<file path="config.mk">
export PLATFORM = sky130hd
export DESIGN_NAME = twitch_tdm_scheduler_flat
export DESIGN_NICKNAME = d
export VERILOG_FILES = /design/src/rtl/twitch_tdm_scheduler_if.sv /design/src/rtl/twitch_tdm_scheduler.sv /design/src/flat_wrapper.sv
export SDC_FILE = /design/constraint.sdc
export NUM_CORES = 2
export LEC_CHECK = 0
export BUFFER_PORTS_ARGS = -buffer_cell sky130_fd_sc_hd__buf_2
export CORE_AREA = 2 2 375 377
export CTS_BUF_LIST = sky130_fd_sc_hd__clkbuf_4 sky130_fd_sc_hd__clkbuf_8 sky130_fd_sc_hd__clkbuf_16
export DETAILED_ROUTE_END_ITERATION = 8
export DIE_AREA = 0 0 377 379
export PLACE_DENSITY = 0.63
export RECOVER_POWER = 50
export SYNTH_ARGS = -nofsm -noshare
export SYNTH_HDL_FRONTEND = slang
export SYNTH_SLANG_ARGS = --single-unit
</file>
<file path="constraint.sdc">
create_clock -name clk -period 13.7 [get_ports clk]
set_input_delay 2.055 -clock clk [delete_from_list [all_inputs] [get_ports clk]]
set_output_delay 2.055 -clock clk [all_outputs]
set_load 0.01 [all_outputs]
</file>
<file path="src/rtl/twitch_tdm_scheduler_if.sv">
// Operand/result handshake between the TDM scheduler and the shared twitch datapath.
// The scheduler is the master: it presents operands with dp_req and takes dp_y_i on dp_ack.
interface twitch_tdm_scheduler_if;
    logic        dp_req;
    logic [31:0] dp_x_i1;
    logic [31:0] dp_x_i2;
    logic [31:0] dp_y_i1;
    logic [31:0] dp_y_i2;
    logic [31:0] dp_tau;
    logic        dp_ack;
    logic [31:0] dp_y_i;

    modport master (
        output dp_req, dp_x_i1, dp_x_i2, dp_y_i1, dp_y_i2, dp_tau,
        input  dp_ack, dp_y_i
    );

    modport slave (
        input  dp_req, dp_x_i1, dp_x_i2, dp_y_i1, dp_y_i2, dp_tau,
        output dp_ack, dp_y_i
    );
endinterface

</file>
<file path="src/rtl/twitch_tdm_scheduler.sv">
// Walks N_CH motor-unit channels per sim_tick through one shared twitch datapath,
// keeping each channel's x/y history and tau locally; history update is pure register moves.
module twitch_tdm_scheduler #(
    parameter int unsigned N_CH    = 8,
    parameter int unsigned CH_W    = 3,
    parameter logic [31:0] TAU_RST = 32'h3D23D70A
) (
    input  logic                  clk,
    input  logic                  reset,
    input  logic                  sim_tick,
    output logic [CH_W-1:0]       spike_addr,
    input  logic [31:0]           spike_fp,
    input  logic                  cfg_we,
    input  logic [CH_W-1:0]       cfg_addr,
    input  logic [31:0]           cfg_tau,
    twitch_tdm_scheduler_if.master dp,
    output logic                  force_valid,
    output logic [CH_W-1:0]       force_ch,
    output logic [31:0]           force_out,
    output logic                  busy,
    output logic                  frame_done,
    output logic                  overrun
);
    typedef enum logic [2:0] {IDLE, FETCH, ISSUE, WB, DONE} state_t;

    state_t          state, state_next;
    logic [CH_W-1:0] ch;
    logic [31:0]     x_i1 [N_CH];
    logic [31:0]     x_i2 [N_CH];
    logic [31:0]     y_i1 [N_CH];
    logic [31:0]     y_i2 [N_CH];
    logic [31:0]     tau  [N_CH];
    logic [31:0]     tau_cur;
    logic [31:0]     spike_cap;
    logic [31:0]     y_res;
    logic            first;
    logic            last_ch;
    logic            start;
    logic            cfg_ok;

    assign last_ch = (ch == CH_W'(N_CH - 1));
    // A tick landing on the frame_done cycle is treated as an overrun, not a new frame.
    assign start   = sim_tick && !frame_done;

    generate
        if (N_CH == (1 << CH_W)) begin : g_cfg_full
            assign cfg_ok = 1'b1;
        end else begin : g_cfg_range
            assign cfg_ok = (32'(cfg_addr) < N_CH);
        end
    endgenerate

    always_ff @(posedge clk) begin
        if (!reset) state <= IDLE;
        else        state <= state_next;
    end

    always_comb begin
        state_next = state;
        case (state)
            IDLE:    if (start) state_next = FETCH;
            FETCH:   state_next = ISSUE;
            ISSUE:   if (dp.dp_ack) state_next = WB;
            WB:      state_next = last_ch ? DONE : FETCH;
            DONE:    state_next = IDLE;
            default: state_next = IDLE;
        endcase
    end

    assign spike_addr = ch;
    assign dp.dp_req  = (state == ISSUE);
    assign dp.dp_x_i1 = dp.dp_req ? x_i1[ch] : '0;
    assign dp.dp_x_i2 = dp.dp_req ? x_i2[ch] : '0;
    assign dp.dp_y_i1 = dp.dp_req ? y_i1[ch] : '0;
    assign dp.dp_y_i2 = dp.dp_req ? y_i2[ch] : '0;
    assign dp.dp_tau  = tau_cur;

    always_ff @(posedge clk) begin
        if (!reset) begin
            ch          <= '0;
            busy        <= 1'b0;
            frame_done  <= 1'b0;
            overrun     <= 1'b0;
            force_valid <= 1'b0;
            force_ch    <= '0;
            force_out   <= '0;
            tau_cur     <= '0;
            spike_cap   <= '0;
            y_res       <= '0;
            first       <= 1'b0;
            for (int unsigned i = 0; i < N_CH; i++) begin
                x_i1[i] <= '0;
                x_i2[i] <= '0;
                y_i1[i] <= '0;
                y_i2[i] <= '0;
                tau[i]  <= TAU_RST;
            end
        end else begin
            force_valid <= 1'b0;
            frame_done  <= 1'b0;
            if (sim_tick && (busy || frame_done)) overrun <= 1'b1;
            if (cfg_we && cfg_ok) tau[cfg_addr] <= cfg_tau;
            case (state)
                IDLE: begin
                    if (start) begin
                        ch   <= '0;
                        busy <= 1'b1;
                    end
                end
                FETCH: begin
                    tau_cur <= tau[ch];
                    first   <= 1'b1;
                end
                ISSUE: begin
                    // spike_fp answers the FETCH-cycle address only on the first ISSUE cycle.
                    first <= 1'b0;
                    if (first)     spike_cap <= spike_fp;
                    if (dp.dp_ack) y_res     <= dp.dp_y_i;
                end
                WB: begin
                    x_i2[ch]    <= x_i1[ch];
                    x_i1[ch]    <= spike_cap;
                    y_i2[ch]    <= y_i1[ch];
                    y_i1[ch]    <= y_res;
                    force_out   <= y_res;
                    force_ch    <= ch;
                    force_valid <= 1'b1;
                    if (!last_ch) ch <= ch + CH_W'(1);
                end
                DONE: begin
                    frame_done <= 1'b1;
                    busy       <= 1'b0;
                end
                default: ;
            endcase
        end
    end
endmodule
</file>
<file path="src/flat_wrapper.sv">
// flat-port wrapper written by rule: the top's interface ports become plain ports
module twitch_tdm_scheduler_flat 
#(
    parameter int unsigned N_CH    = 8,
    parameter int unsigned CH_W    = 3,
    parameter logic [31:0] TAU_RST = 32'h3D23D70A
)
  (clk, reset, sim_tick, spike_addr, spike_fp, cfg_we, cfg_addr, cfg_tau, force_valid, force_ch, force_out, busy, frame_done, overrun, dp_dp_req, dp_dp_x_i1, dp_dp_x_i2, dp_dp_y_i1, dp_dp_y_i2, dp_dp_tau, dp_dp_ack, dp_dp_y_i);
  twitch_tdm_scheduler_if dp_i ();
  input  logic clk;
  input  logic reset;
  input  logic sim_tick;
  output logic [CH_W-1:0] spike_addr;
  input  logic [31:0] spike_fp;
  input  logic cfg_we;
  input  logic [CH_W-1:0] cfg_addr;
  input  logic [31:0] cfg_tau;
  output logic force_valid;
  output logic [CH_W-1:0] force_ch;
  output logic [31:0] force_out;
  output logic busy;
  output logic frame_done;
  output logic overrun;
  output wire logic [$bits(dp_i.dp_req)-1:0] dp_dp_req;
  output wire logic [$bits(dp_i.dp_x_i1)-1:0] dp_dp_x_i1;
  output wire logic [$bits(dp_i.dp_x_i2)-1:0] dp_dp_x_i2;
  output wire logic [$bits(dp_i.dp_y_i1)-1:0] dp_dp_y_i1;
  output wire logic [$bits(dp_i.dp_y_i2)-1:0] dp_dp_y_i2;
  output wire logic [$bits(dp_i.dp_tau)-1:0] dp_dp_tau;
  input wire logic [$bits(dp_i.dp_ack)-1:0] dp_dp_ack;
  input wire logic [$bits(dp_i.dp_y_i)-1:0] dp_dp_y_i;
  assign dp_dp_req = dp_i.dp_req;
  assign dp_dp_x_i1 = dp_i.dp_x_i1;
  assign dp_dp_x_i2 = dp_i.dp_x_i2;
  assign dp_dp_y_i1 = dp_i.dp_y_i1;
  assign dp_dp_y_i2 = dp_i.dp_y_i2;
  assign dp_dp_tau = dp_i.dp_tau;
  assign dp_i.dp_ack = dp_dp_ack;
  assign dp_i.dp_y_i = dp_dp_y_i;
  twitch_tdm_scheduler #(.N_CH(N_CH), .CH_W(CH_W), .TAU_RST(TAU_RST)) u_core (.clk(clk), .reset(reset), .sim_tick(sim_tick), .spike_addr(spike_addr), .spike_fp(spike_fp), .cfg_we(cfg_we), .cfg_addr(cfg_addr), .cfg_tau(cfg_tau), .dp(dp_i), .force_valid(force_valid), .force_ch(force_ch), .force_out(force_out), .busy(busy), .frame_done(frame_done), .overrun(overrun));
endmodule
</file>
==> run_results.csv <==
group,metric,value,unit
global_route,grt_pass1_vias,37000,
layout,syn2layout_area_growth,12.7,%
route,drc,0,
run_status,status,"complete, but fails checks",
critical_path,arrival,10410,ps
layout,instances_no_fill,6331,
layout,nFillCells,11600,
pwr,internal_power,7570,uW
floorplanning,io_pins,307,
critical_path,cp_data_required_time,14080,ps
logic_synthesis,yosys.area_share.simple,13.7,%
floorplanning,rows,137,
layout,final_util,50.4,%
route,wl,165000,um
clocking,clockBufferDepth,3,
clocking,cts_setup_buffers,0,
pwr,p_comb_share,6.1,%
clocking,tritoncts,"yes",
pwr,switching_power,2220,uW
global_route,gr-total-overflow,0,
pwr,power.total,9790,uW
logic_synthesis,ys_seq_area_share,66.5,%
sta,rsz0062_at_grt,"false",
route,wl_per_cell,26.0,um
logic_synthesis,synth_cells,4235,
route,first_pass_iters,5,
sta,fin_crit,10030,ps
sta,max_slew_margin,-226,%
min_path,hold_path_class,"flip-flop to flip-flop",
place,dp.cells,6046,
logic_synthesis,synth-seq-cells,1425,
place,gp_congestion,0.768,
global_route,grt_antenna_before_repair,17,
logic_synthesis,postSynthAreaPerCell,14.7,um^2
clocking,cts_resized,0,
logic_synthesis,yosysWarnings,0,
sta,tns,0,ps
logic_synthesis,synth_flop_cell,"edfxtp_1",
place,port-buffer-count,306,
clocking,cts_sinks,1425,
route,vias_per_cell,5.83,
logic_synthesis,synth-edff-count,1280,
logic_synthesis,synth_async_sr_flop_share,0,%
sta,min_period_over_period,73.2,%
sta,setup_viol,0,
floorplanning,die_area,143000,um^2
global_route,grt_pass1_wl,245000,um
layout,seqCellArea,41400,um^2
sta,max_freq,99.7,MHz
logic_synthesis,synth_fa_ha_area_share,0.0403,%
pwr,p_leak,0.0256,uW
layout,final_cell_mix,"1280 x edfxtp_1, 658 x nor2_1, 532 x and3_1",
pwr,p_seq_share,51.1,%
sta,skew,29.2,ps
logic_synthesis,synth_xor_area_share,0.0141,%
logic_synthesis,synth_top_family_by_area,"multiplexers",
pwr,switching_share,22.7,%
critical_path,crit_path_max_fanout,75,
layout,drive_gt1_share,20.7,%
layout,fin_nets,4499,
clocking,clock_latency,780,ps
critical_path,worstSetupPathType,"primary input to flip-flop",
logic_synthesis,muxShareOfSynthArea,13.8,%
clocking,root_buffer,"clkbuf_16",
pwr,irDropWorstVdd,118,uV
clocking,cts_inserted_buffers,152,
floorplanning,die_w,377,um
clocking,h-tree-depth,4,
logic_synthesis,synth_area,62100,um^2
pwr,powerDensity,140,nW/um^2
layout,multi_input_area,19300,um^2
critical_path,end_kind,"flip-flop",
place,hpwl,90300,um
clocking,clk_pin_slew,60,ps
critical_path,start_kind,"primary input",
pwr,pwr-share-clk,42.8,%
global_route,grt_usage,23.0,%
logic_synthesis,syn-num-nets,4341,
run,drv_cap,26,
run_status,violations,"max-capacitance violations, max-slew violations",
logic_synthesis,synth_compound_area_share,3.23,%
logic_synthesis,synthDistinctLibCells,50,
route,drtAntennaViolNets,0,
clocking,hold_buffers,0,
floorplanning,fp.dieH,379,um
route,vias,36900,
sta,tightest_slew,4890,ps
layout,final_common_cell,"edfxtp_1",
sta,hold_viol_final,0,
sta,drv_slew,1145,
global_route,grt_max_degree,162,
floorplanning,initial_core_util,44.8,%
floorplanning,fp.coreArea,139000,um^2
route,first_iter_violations,3873,
-- cell families (layout without fill, tap and decap cells) --
group	after synthesis	after routing
other	0	6
adder cells (fa/ha/maj)	2	2
flip-flops	1425	1425
AO/OA/AOI/OAI	255	255
multiplexers	457	457
AND/OR/NAND/NOR	1719	1719
XOR/XNOR	1	1
buffers and inverters	376	659
-- sequential cells by signal, summed over array words and instances (netlist names), 32 cells and up, named ones only --
register	flops
u_core.tau	256
u_core.y_i1	256
u_core.spike_cap	32
u_core.y_i2	256
u_core.y_res	32
u_core.dp.dp_tau	32
u_core.x_i2	256
u_core.x_i1	256
u_core.force_out	32
-- cell type report --
| type | instances | share of cell area (%) |
|---|---|---|
| Sequential cell | 1425 | 59.1 |
| Multi-Input combinational cell | 2434 | 27.5 |
| Clock buffer | 214 | 6.39 |
| Tap cell | 1807 | 3.23 |
| Timing Repair Buffer | 378 | 2.80 |
| Clock inverter | 65 | 0.959 |
| Antenna cell | 6 | 0.0214 |
| Inverter | 2 | 0.0107 |
-- power groups by stage --
stage          Sequential, uW  Clock [uW]  Combinational, uW
2_1_floorplan            5080           0                363
3_3_place_gp             5080           0                610
3_5_place_dp             5090           0                616
4_1_cts                  5000        4250                618
5_1_grt                  5020        4410                644
6_report                 5000        4190                598
-- cells in the mapped netlist (all sizes together) (2+ instances only) --
cell type / number / share of area [%]
a211o: 4 / 0.056
or2b: 2 / 0.024
or3b: 2 / 0.028
or3: 64 / 0.64
nor3: 4 / 0.032
dfxtp: 145 / 4.7
a21oi: 13 / 0.10
mux4: 256 / 9.3
nand3: 5 / 0.040
nand2: 238 / 1.4
a2111oi: 8 / 0.11
and3: 532 / 5.4
a221o: 8 / 0.13
and2: 117 / 1.2
nor3b: 3 / 0.036
nand2b: 68 / 0.68
nor2b: 12 / 0.12
edfxtp: 1280 / 62
a31oi: 13 / 0.13
buf: 142 / 1.2
o221a: 19 / 0.34
o21ai: 17 / 0.14
a22oi: 8 / 0.097
clkbuf: 232 / 1.4
o211a: 2 / 0.032
mux2: 15 / 0.27
a221oi: 38 / 0.54
a21boi: 99 / 1.2
mux2i: 186 / 4.3
a211oi: 4 / 0.048
o21a: 2 / 0.024
o221ai: 19 / 0.27
ha: 2 / 0.040
nor2: 668 / 4.1
-- routing by layer --
metal / track usage, % / up-vias / wire (um)
met5: 0 / - / 121
met4: 6.71 / 20 / 3800
met3: 4.30 / 244 / 12300
met2: 36.8 / 1376 / 79100
met1: 32.2 / 19100 / 69400
li1: - / 16200 / -
-- path summary, 6_finish.rpt --
check                           depth (start not counted)                  from                    to  slack [ps]
worst max register to register                          6       u_core.state[2]    u_core.x_i2[5][16]        4730
worst min-delay path                                    2  u_core.force_out[10]  u_core.force_out[10]         470
worst max-delay path                                    6                 reset    u_core.x_i2[5][16]        3670
worst min register to register                          2  u_core.force_out[10]  u_core.force_out[10]         470
-- worst max-delay path, cell delays in order --
cell and delay, ps:
clkbuf_1 1830, and3_1 2220, nand2_2 20, clkbuf_1 1840
nand2_4 1320, buf_4 930
-- through the flow --
step	setup WS, ps	cell area [um^2]	hold slack, ps
finish	3670	70000	466
global route	3340	70000	485
CTS	6100	70300	467
detailed placement	6760	65100	458
global placement	6870	65100	451
floorplan	7690	62100	485
(Power assumes the default switching activity.)
